## config.mk

```make
export PLATFORM = sky130hd
export DESIGN_NAME = bit_serial_adder_flat
export DESIGN_NICKNAME = d
export VERILOG_FILES = /design/src/rtl/bit_serial_adder_if.sv /design/src/rtl/bit_serial_adder.sv /design/src/flat_wrapper.sv
export SDC_FILE = /design/constraint.sdc
export NUM_CORES = 1
export LEC_CHECK = 0
export CORE_MARGIN = 5
export CORE_UTILIZATION = 40
export CTS_BUF_LIST = sky130_fd_sc_hd__clkbuf_8
export DETAILED_ROUTE_END_ITERATION = 8
export PLACE_DENSITY = 0.66
export SLEW_MARGIN = 40
export SYNTH_ARGS = -nofsm -noshare
export SYNTH_HDL_FRONTEND = slang
export SYNTH_SLANG_ARGS = --single-unit
```

## constraint.sdc

```tcl
create_clock -name clk -period 3.9 [get_ports clk]
set_input_delay 0.78 -clock clk [delete_from_list [all_inputs] [get_ports clk]]
set_output_delay 0.78 -clock clk [all_outputs]
set_load 0.05 [all_outputs]
```

## src/rtl/bit_serial_adder_if.sv

```systemverilog
// Handshake bundle for bit_serial_adder: operand request side and result side.
// Latency: none (wires only).
// Backpressure: in_ready/out_ready carry it; the interface adds no storage.
interface bit_serial_adder_if #(
   parameter int WIDTH = 8
);
   logic             in_valid;
   logic             in_ready;
   logic [WIDTH-1:0] op_a;
   logic [WIDTH-1:0] op_b;
   logic             cin;
   logic             out_valid;
   logic             out_ready;
   logic [WIDTH-1:0] sum;
   logic             cout;
   logic             busy;

   // Producer/consumer side (drives operands, accepts results).
   modport master (
      output in_valid, op_a, op_b, cin, out_ready,
      input  in_ready, out_valid, sum, cout, busy
   );

   // Adder side.
   modport slave (
      input  in_valid, op_a, op_b, cin, out_ready,
      output in_ready, out_valid, sum, cout, busy
   );
endinterface

```

## src/rtl/bit_serial_adder.sv

```systemverilog
// Bit-serial WIDTH-bit adder: one full_add cell fed LSB first, carry held in a flop.
// Latency: result valid WIDTH cycles after the operand handshake.
// Backpressure: holds the result in DONE until out_ready; in_ready only while IDLE.

// One-bit full adder cell.
module full_add (
   input  logic a,
   input  logic b,
   input  logic ci,
   output logic so,
   output logic co
);
   assign so = a ^ b ^ ci;
   assign co = (a & b) | (ci & (a ^ b));
endmodule

module bit_serial_adder #(
   parameter int WIDTH = 8
) (
   input logic               clk,
   input logic               rst,
   bit_serial_adder_if.slave bus
);
   localparam int CW = (WIDTH > 2) ? $clog2(WIDTH) : 1;

   typedef enum logic [1:0] {
      IDLE = 2'd0,
      RUN  = 2'd1,
      DONE = 2'd2
   } state_t;

   state_t           state_q, state_d;
   logic [WIDTH-1:0] a_q, a_d;
   logic [WIDTH-1:0] b_q, b_d;
   logic [WIDTH-1:0] s_q, s_d;
   logic             carry_q, carry_d;
   logic [CW-1:0]    cnt_q, cnt_d;
   logic             fa_so;
   logic             fa_co;
   logic             last_bit;

   // The single adder cell always sees the current LSBs and the running carry.
   full_add u_fa (
      .a  (a_q[0]),
      .b  (b_q[0]),
      .ci (carry_q),
      .so (fa_so),
      .co (fa_co)
   );

   assign last_bit = (cnt_q == CW'(WIDTH - 1));

   // Next-state and datapath update; everything holds unless the state says otherwise.
   always_comb begin
      state_d = state_q;
      a_d     = a_q;
      b_d     = b_q;
      s_d     = s_q;
      carry_d = carry_q;
      cnt_d   = cnt_q;
      case (state_q)
         IDLE: begin
            if (bus.in_valid) begin
               a_d     = bus.op_a;
               b_d     = bus.op_b;
               carry_d = bus.cin;
               s_d     = '0;
               cnt_d   = '0;
               state_d = RUN;
            end
         end
         RUN: begin
            a_d     = a_q >> 1;
            b_d     = b_q >> 1;
            s_d     = {fa_so, s_q[WIDTH-1:1]};
            carry_d = fa_co;
            // Counter parks on the last index so it cannot wrap for power-of-two widths.
            if (last_bit) begin
               state_d = DONE;
            end else begin
               cnt_d = cnt_q + CW'(1);
            end
         end
         DONE: begin
            if (bus.out_ready) begin
               state_d = IDLE;
            end
         end
         default: begin
            state_d = IDLE;
         end
      endcase
   end

   // State and datapath registers with synchronous reset taking priority.
   always_ff @(posedge clk) begin
      if (rst) begin
         state_q <= IDLE;
         a_q     <= '0;
         b_q     <= '0;
         s_q     <= '0;
         carry_q <= 1'b0;
         cnt_q   <= '0;
      end else begin
         state_q <= state_d;
         a_q     <= a_d;
         b_q     <= b_d;
         s_q     <= s_d;
         carry_q <= carry_d;
         cnt_q   <= cnt_d;
      end
   end

   // Outputs come straight from registers; no input reaches an output combinationally.
   assign bus.in_ready  = (state_q == IDLE);
   assign bus.out_valid = (state_q == DONE);
   assign bus.busy      = (state_q != IDLE);
   assign bus.sum       = s_q;
   assign bus.cout      = carry_q;
endmodule
```

## src/flat_wrapper.sv

```systemverilog
// flat-port wrapper written by rule: the top's interface ports become plain ports
module bit_serial_adder_flat 
#(
   parameter int WIDTH = 8
)
  (clk, rst, bus_in_valid, bus_op_a, bus_op_b, bus_cin, bus_out_ready, bus_in_ready, bus_out_valid, bus_sum, bus_cout, bus_busy);
  bit_serial_adder_if #(.WIDTH(WIDTH)) bus_i ();
  input logic clk;
  input logic rst;
  input wire logic [$bits(bus_i.in_valid)-1:0] bus_in_valid;
  input wire logic [$bits(bus_i.op_a)-1:0] bus_op_a;
  input wire logic [$bits(bus_i.op_b)-1:0] bus_op_b;
  input wire logic [$bits(bus_i.cin)-1:0] bus_cin;
  input wire logic [$bits(bus_i.out_ready)-1:0] bus_out_ready;
  output wire logic [$bits(bus_i.in_ready)-1:0] bus_in_ready;
  output wire logic [$bits(bus_i.out_valid)-1:0] bus_out_valid;
  output wire logic [$bits(bus_i.sum)-1:0] bus_sum;
  output wire logic [$bits(bus_i.cout)-1:0] bus_cout;
  output wire logic [$bits(bus_i.busy)-1:0] bus_busy;
  assign bus_i.in_valid = bus_in_valid;
  assign bus_i.op_a = bus_op_a;
  assign bus_i.op_b = bus_op_b;
  assign bus_i.cin = bus_cin;
  assign bus_i.out_ready = bus_out_ready;
  assign bus_in_ready = bus_i.in_ready;
  assign bus_out_valid = bus_i.out_valid;
  assign bus_sum = bus_i.sum;
  assign bus_cout = bus_i.cout;
  assign bus_busy = bus_i.busy;
  bit_serial_adder #(.WIDTH(WIDTH)) u_core (.clk(clk), .rst(rst), .bus(bus_i));
endmodule
```

Yosys cells after proc, flatten, opt, wreduce, memory -nomap -nowiden --
Index checks and enable logic that the tools add are counted.
Word-level totals: output and inout port bits 12, bits of input ports 21, flip-flop bits (word level) 30
Operators by class: add/subtract/negate cells 1, reductions and logical operators 6, bitwise operators 5, eq/ne operators 7, muxes and demuxes 15
Operator list (count):
- $pmux W8 S2 | 3
- $mux W8 | 3
- $mux W2 | 3
- $mux W3 | 2
- $ne A2 B2 Y1 const B | 3
- $pmux W2 S3 | 1
- $pmux W3 S2 | 1
- $reduce_and A3 Y1 | 2
- $reduce_bool A2 Y1 | 2
- $add A3 B1 Y3 const B | 1
- $eq A3 B3 Y1 const B | 1
- $and A1 B1 Y1 | 2
- $eq A2 B1 Y1 const B | 1
- $eq A2 B2 Y1 const B | 1
- $logic_not A2 Y1 | 1
- $ne A2 B1 Y1 const B | 1
- $pmux W1 S2 | 1
- $reduce_and A2 Y1 | 1
- $xor A1 B1 Y1 | 2
- $mux W1 | 1
- $or A1 B1 Y1 | 1

Depth between registers and ports, before layout --
depth in word-level cells 4, gate-level depth with buffers 5, depth with buffers taken out 5

By module --
A second synthesis with hierarchy kept.
Second synthesis, totals: cells, all modules 134, area total of the unflattened synthesis 1383.8 µm²
Modules (own cells, without submodules):
- bit_serial_adder | area each 1363.8 µm², sequential area each 600.6 µm², cells an instance 133, instances 1
- full_add | area each 20.0 µm², sequential area each 0.0 µm², cells an instance 1, instances 1

Least setup slack after synthesis --
OpenSTA, ideal clock, no wires.
path kind reg2out, start point register u_core.state_q[1], end point output port bus_busy, setup slack 1.484 ns, cell stages (with the launch flop) 4, buffers on the path 1, required time 3.120 ns, arrival time 1.636 ns, cell sequence dfxtp_1 buf_6 nor2_1 inv_1
On the way: cells in the longest elaborated chain, start to end 1
Ends and longest elaborated chain:
- start: declaration | RTL line bit_serial_adder.sv:32 | state_t state_q, state_d;
- start signal: assignment | RTL line bit_serial_adder.sv:105 | state_q <= state_d;
- $reduce_bool A2 Y1 | RTL line bit_serial_adder.sv:117 | assign bus.busy = (state_q != IDLE);
- end: declaration | RTL line flat_wrapper.sv:19 | output wire logic [$bits(bus_i.busy)-1:0] bus_busy;
No other way between the ends.

Worst setup path after layout --
start point register u_core.state_q[0], end point output port bus_out_valid
On the way: cells in the longest elaborated chain, start to end 1
Ends and longest elaborated chain:
- $eq A2 B2 Y1 | RTL line bit_serial_adder.sv:116 | assign bus.out_valid = (state_q == DONE);
- end: declaration | RTL line flat_wrapper.sv:16 | output wire logic [$bits(bus_i.out_valid)-1:0] bus_out_valid;
No other way between the ends.

==> flow_metrics.env <==
export IMPL_irDropWorstVdd_mv=0.226
export IMPL_worst_endpoint_arrival_ns=1.86
export IMPL_number_of_setup_violations_in_the_final_report=0
export IMPL_cp_start_kind="flip-flop"
export IMPL_hold_violations=0
export IMPL_vias_in_the_first_global_route=1067
export IMPL_fillers=315
export IMPL_synth_top_family_by_area="compound AO/OA/AOI/OAI gates"
export IMPL_route_antenna_remaining_nets=0
export IMPL_critical_path_cell_chain="buf_4 > nor2b_1 > clkdlybuf4s50_1"
export IMPL_multiInputGateArea_um2=701
export IMPL_worst_slew_margin_rel_pct=59.6
export IMPL_area_growth_syn_to_layout_pct=27.2
export IMPL_critPathMaxStageDelay_ns=0.83
export IMPL_post_synth_num_cell_types=22
export IMPL_fin_tns_setup_ns=0
export IMPL_status="finished, final reports clean"
export IMPL_critical_path_class="reg2out"
export IMPL_h_tree_levels=2
export IMPL_number_of_register_bits_inferred_by_synthesis=30
export IMPL_drt_vias_per_instance=5.04
export IMPL_synthAdderAreaFrac_pct=3.18
export IMPL_place_gp_congestion=0.710
export IMPL_tritoncts="built"
export IMPL_worstHoldPathCells=2
export IMPL_post_cts_resized_instances=0
export IMPL_yosysWarnings=0
export IMPL_critical_path_required_ns=3.12
export IMPL_post_synth_cell_area_avg_um2=9.97
export IMPL_hpwlAfterDp_mm=1.96
export IMPL_max_cap_violations=0
export IMPL_min_delay_path_class="reg2reg"
export IMPL_cts_inserted_buffers=5
export IMPL_grt_first_pass_wirelength_mm=4.63
export IMPL_netlist_instances=142
export IMPL_worstRegToRegCells=4
export IMPL_globalRouteMet1Util_pct=13.8
export IMPL_vias=1094
export IMPL_synth_yosys_seq_area_share_pct=42.4
export IMPL_synth_net_count=166
export IMPL_post_synthesis_share_of_cell_area_spent_on_and_or_nand_and_nor_gates_pct=11.8
export IMPL_drt_pass1_iterations=4
export IMPL_clock_tree_buffer_depth=2
export IMPL_cp_depth=3
export IMPL_floorplan_initialDensity_pct=41.7
export IMPL_fin_hold_ws_ns=0.488
export IMPL_layout_nets=195
export IMPL_number_of_antenna_violations_at_the_first_check_in_global_routing=0
export IMPL_final_min_period_over_clock_period_pct=67.7
export IMPL_grt_setup_unrepaired="no"
export IMPL_synth_largest_area_cell="sky130_fd_sc_hd__dfxtp_1"
export IMPL_io_buffers=32
export IMPL_layout_min_cycle_time_ns=2.64
export IMPL_die_boundary_height_um=69.5
export IMPL_critPathTopFamily="buffers and inverters"
export IMPL_synthMuxAreaShare_pct=11.3
export IMPL_worst_skew_pair_late_latency_ns=0.27
export IMPL_mostFrequentLayoutCells="sky130_fd_sc_hd__clkdlybuf4s50_1 (32), sky130_fd_sc_hd__dfxtp_1 (30), sky130_fd_sc_hd__nor2_1 (28)"
export IMPL_fmax_ghz=0.378
export IMPL_core_region_area_um2=3390
export IMPL_cts_reportedPaths_clkPinSlew_ns=0.05
export IMPL_p_leak_nw=0.690
export IMPL_die_area_um2=4830
export IMPL_path_buf_inv=2
export IMPL_drt_wirelength_per_cell_um=12.7
export IMPL_critical_path_endpoint_type="output pin"
export IMPL_num_rows=21
export IMPL_gr_max_usage_layer="met2"
export IMPL_post_cts_setup_buffers=0
export IMPL_final_seq_area_um2=601
export IMPL_dieWidth_um=69.5
export IMPL_global_route_usage_met3_pct=5.22
export IMPL_synth_top_area_share_pct=42.4
export IMPL_synthTopCellsByArea="sky130_fd_sc_hd__dfxtp_1 (42%), sky130_fd_sc_hd__a211oi_2 (13%), sky130_fd_sc_hd__mux2i_1 (11%), sky130_fd_sc_hd__nor2_1 (7.4%), sky130_fd_sc_hd__a22oi_1 (4.8%)"
export IMPL_synth_cell_area_um2=1420
export IMPL_num_antenna_cells=0
export IMPL_ios=33
export IMPL_total_power_uw=674
export IMPL_largest_net_degree_at_the_start_of_global_routing=31
export IMPL_post_route_cells_drive_above_1_share_pct=14.0
export IMPL_drt_initial_drc_count=53
export IMPL_path_max_fanout=27
export IMPL_grtUsageTotal_pct=11.8
export IMPL_detail_route_drc_violations=0
export IMPL_finClkSkew_ns=0.00334
export IMPL_cts_hold_buf=0
export IMPL_synth_compound_area_share_pct=23.0
export IMPL_cts_sink_count=30
export IMPL_maxSlewViolCount=0
export IMPL_clock_tree_root_cell="sky130_fd_sc_hd__clkbuf_8"
export IMPL_layout_commonest_cell="sky130_fd_sc_hd__clkdlybuf4s50_1"
export IMPL_grt_overflow_total=0
export IMPL_worst_path_max_delay_cell="sky130_fd_sc_hd__clkdlybuf4s50_1"
export IMPL_worstMarginPinSlew_ns=0.605
export IMPL_power_per_cell_area_nw_per_um2=375
export IMPL_grt_util_met2_pct=19.0
export IMPL_drt_total_wl_mm=2.75
export IMPL_synth_xor_area_share_pct=0
## cells by family (layout without fill, tap and decap cells)
group | after synthesis | in the layout
AO/OA/AOI/OAI | 33 | 33
adder cells (fa/ha/maj) | 3 | 3
buffers and inverters | 20 | 49
flip-flops | 30 | 30
multiplexers | 16 | 16
AND/OR/NAND/NOR | 40 | 40
## worst register-to-register path: stages (launching register included)
cell and delay [ns]:
sky130_fd_sc_hd__dfxtp_1 0.33, sky130_fd_sc_hd__buf_4 0.36, sky130_fd_sc_hd__o21ba_4 0.50, sky130_fd_sc_hd__nor2_1 0.13
sky130_fd_sc_hd__a211oi_2 0.21
## metrics by stage
stage / setup WS, ns / instance area, um^2 / std cells / utilization (%)
floorplan: 1.48 / 1420 / 142 / -
global placement: 1.56 / 1720 / 210 / 50.8
detailed placement: 1.47 / 1720 / 210 / 50.8
CTS: 1.23 / 1800 / 217 / 53.0
global route: 1.16 / 1800 / 217 / 53.1
finish: 1.26 / 1800 / 217 / 53.1
## cell usage after synthesis
cell type and n:
sky130_fd_sc_hd__dfxtp_1 30, sky130_fd_sc_hd__nor2_1 28, sky130_fd_sc_hd__mux2i_1 16, sky130_fd_sc_hd__a211oi_2 15, sky130_fd_sc_hd__a22oi_1 9, sky130_fd_sc_hd__inv_1 8
sky130_fd_sc_hd__buf_4 5, sky130_fd_sc_hd__nand2_1 4, sky130_fd_sc_hd__nand3_1 4, sky130_fd_sc_hd__a31oi_1 3, sky130_fd_sc_hd__buf_6 3, sky130_fd_sc_hd__clkbuf_1 3
sky130_fd_sc_hd__a21oi_1 2, sky130_fd_sc_hd__a32oi_1 2, sky130_fd_sc_hd__ha_1 2, sky130_fd_sc_hd__nor2b_1 2, sky130_fd_sc_hd__buf_2 1, sky130_fd_sc_hd__fa_1 1
sky130_fd_sc_hd__nor3_1 1, sky130_fd_sc_hd__nor4b_1 1, sky130_fd_sc_hd__o21ba_4 1, sky130_fd_sc_hd__o21bai_1 1
## cell type report
cell class              count  area share, %
well taps                  46           3.20
multi-input cells          92           38.9
repair buffers             34           18.6
flip-flops and latches     30           33.4
clock inverters             2          0.417
inverters                   8           1.67
clock buffers               5           3.82
## per-layer routing
metal  vias to the layer above  wire length, um
met1                       511             1280
met4                         0               22
met3                         3              140
met5                         -                0
met2                        22             1310
li1                        558                -
## final timing paths
check | endpoint | slack [ns] | from
setup / recovery | bus_out_valid | 1.26 | u_core.state_q[0]
hold / removal | u_core.a_q[7] | 0.49 | u_core.a_q[7]
setup reg to reg | u_core.a_q[1] | 2.30 | u_core.state_q[0]
hold reg to reg | u_core.a_q[7] | 0.49 | u_core.a_q[7]
## flip-flops by register name (all words and copies together) (netlist names)
register	flops
u_core.bus.sum	8
u_core.state_q	2
u_core.cnt_q	3
u_core.b_q	8
u_core.bus.cout	1
u_core.a_q	8
## power by group
part | internal, mW | leakage, nW | switching, mW
clock network | 0.117 | 0.0466 | 0.101
logic | 0.0560 | 0.397 | 0.0648
registers | 0.325 | 0.246 | 0.0102
total | 0.498 | 0.690 | 0.176
Power figures use the tool's default switching activity.
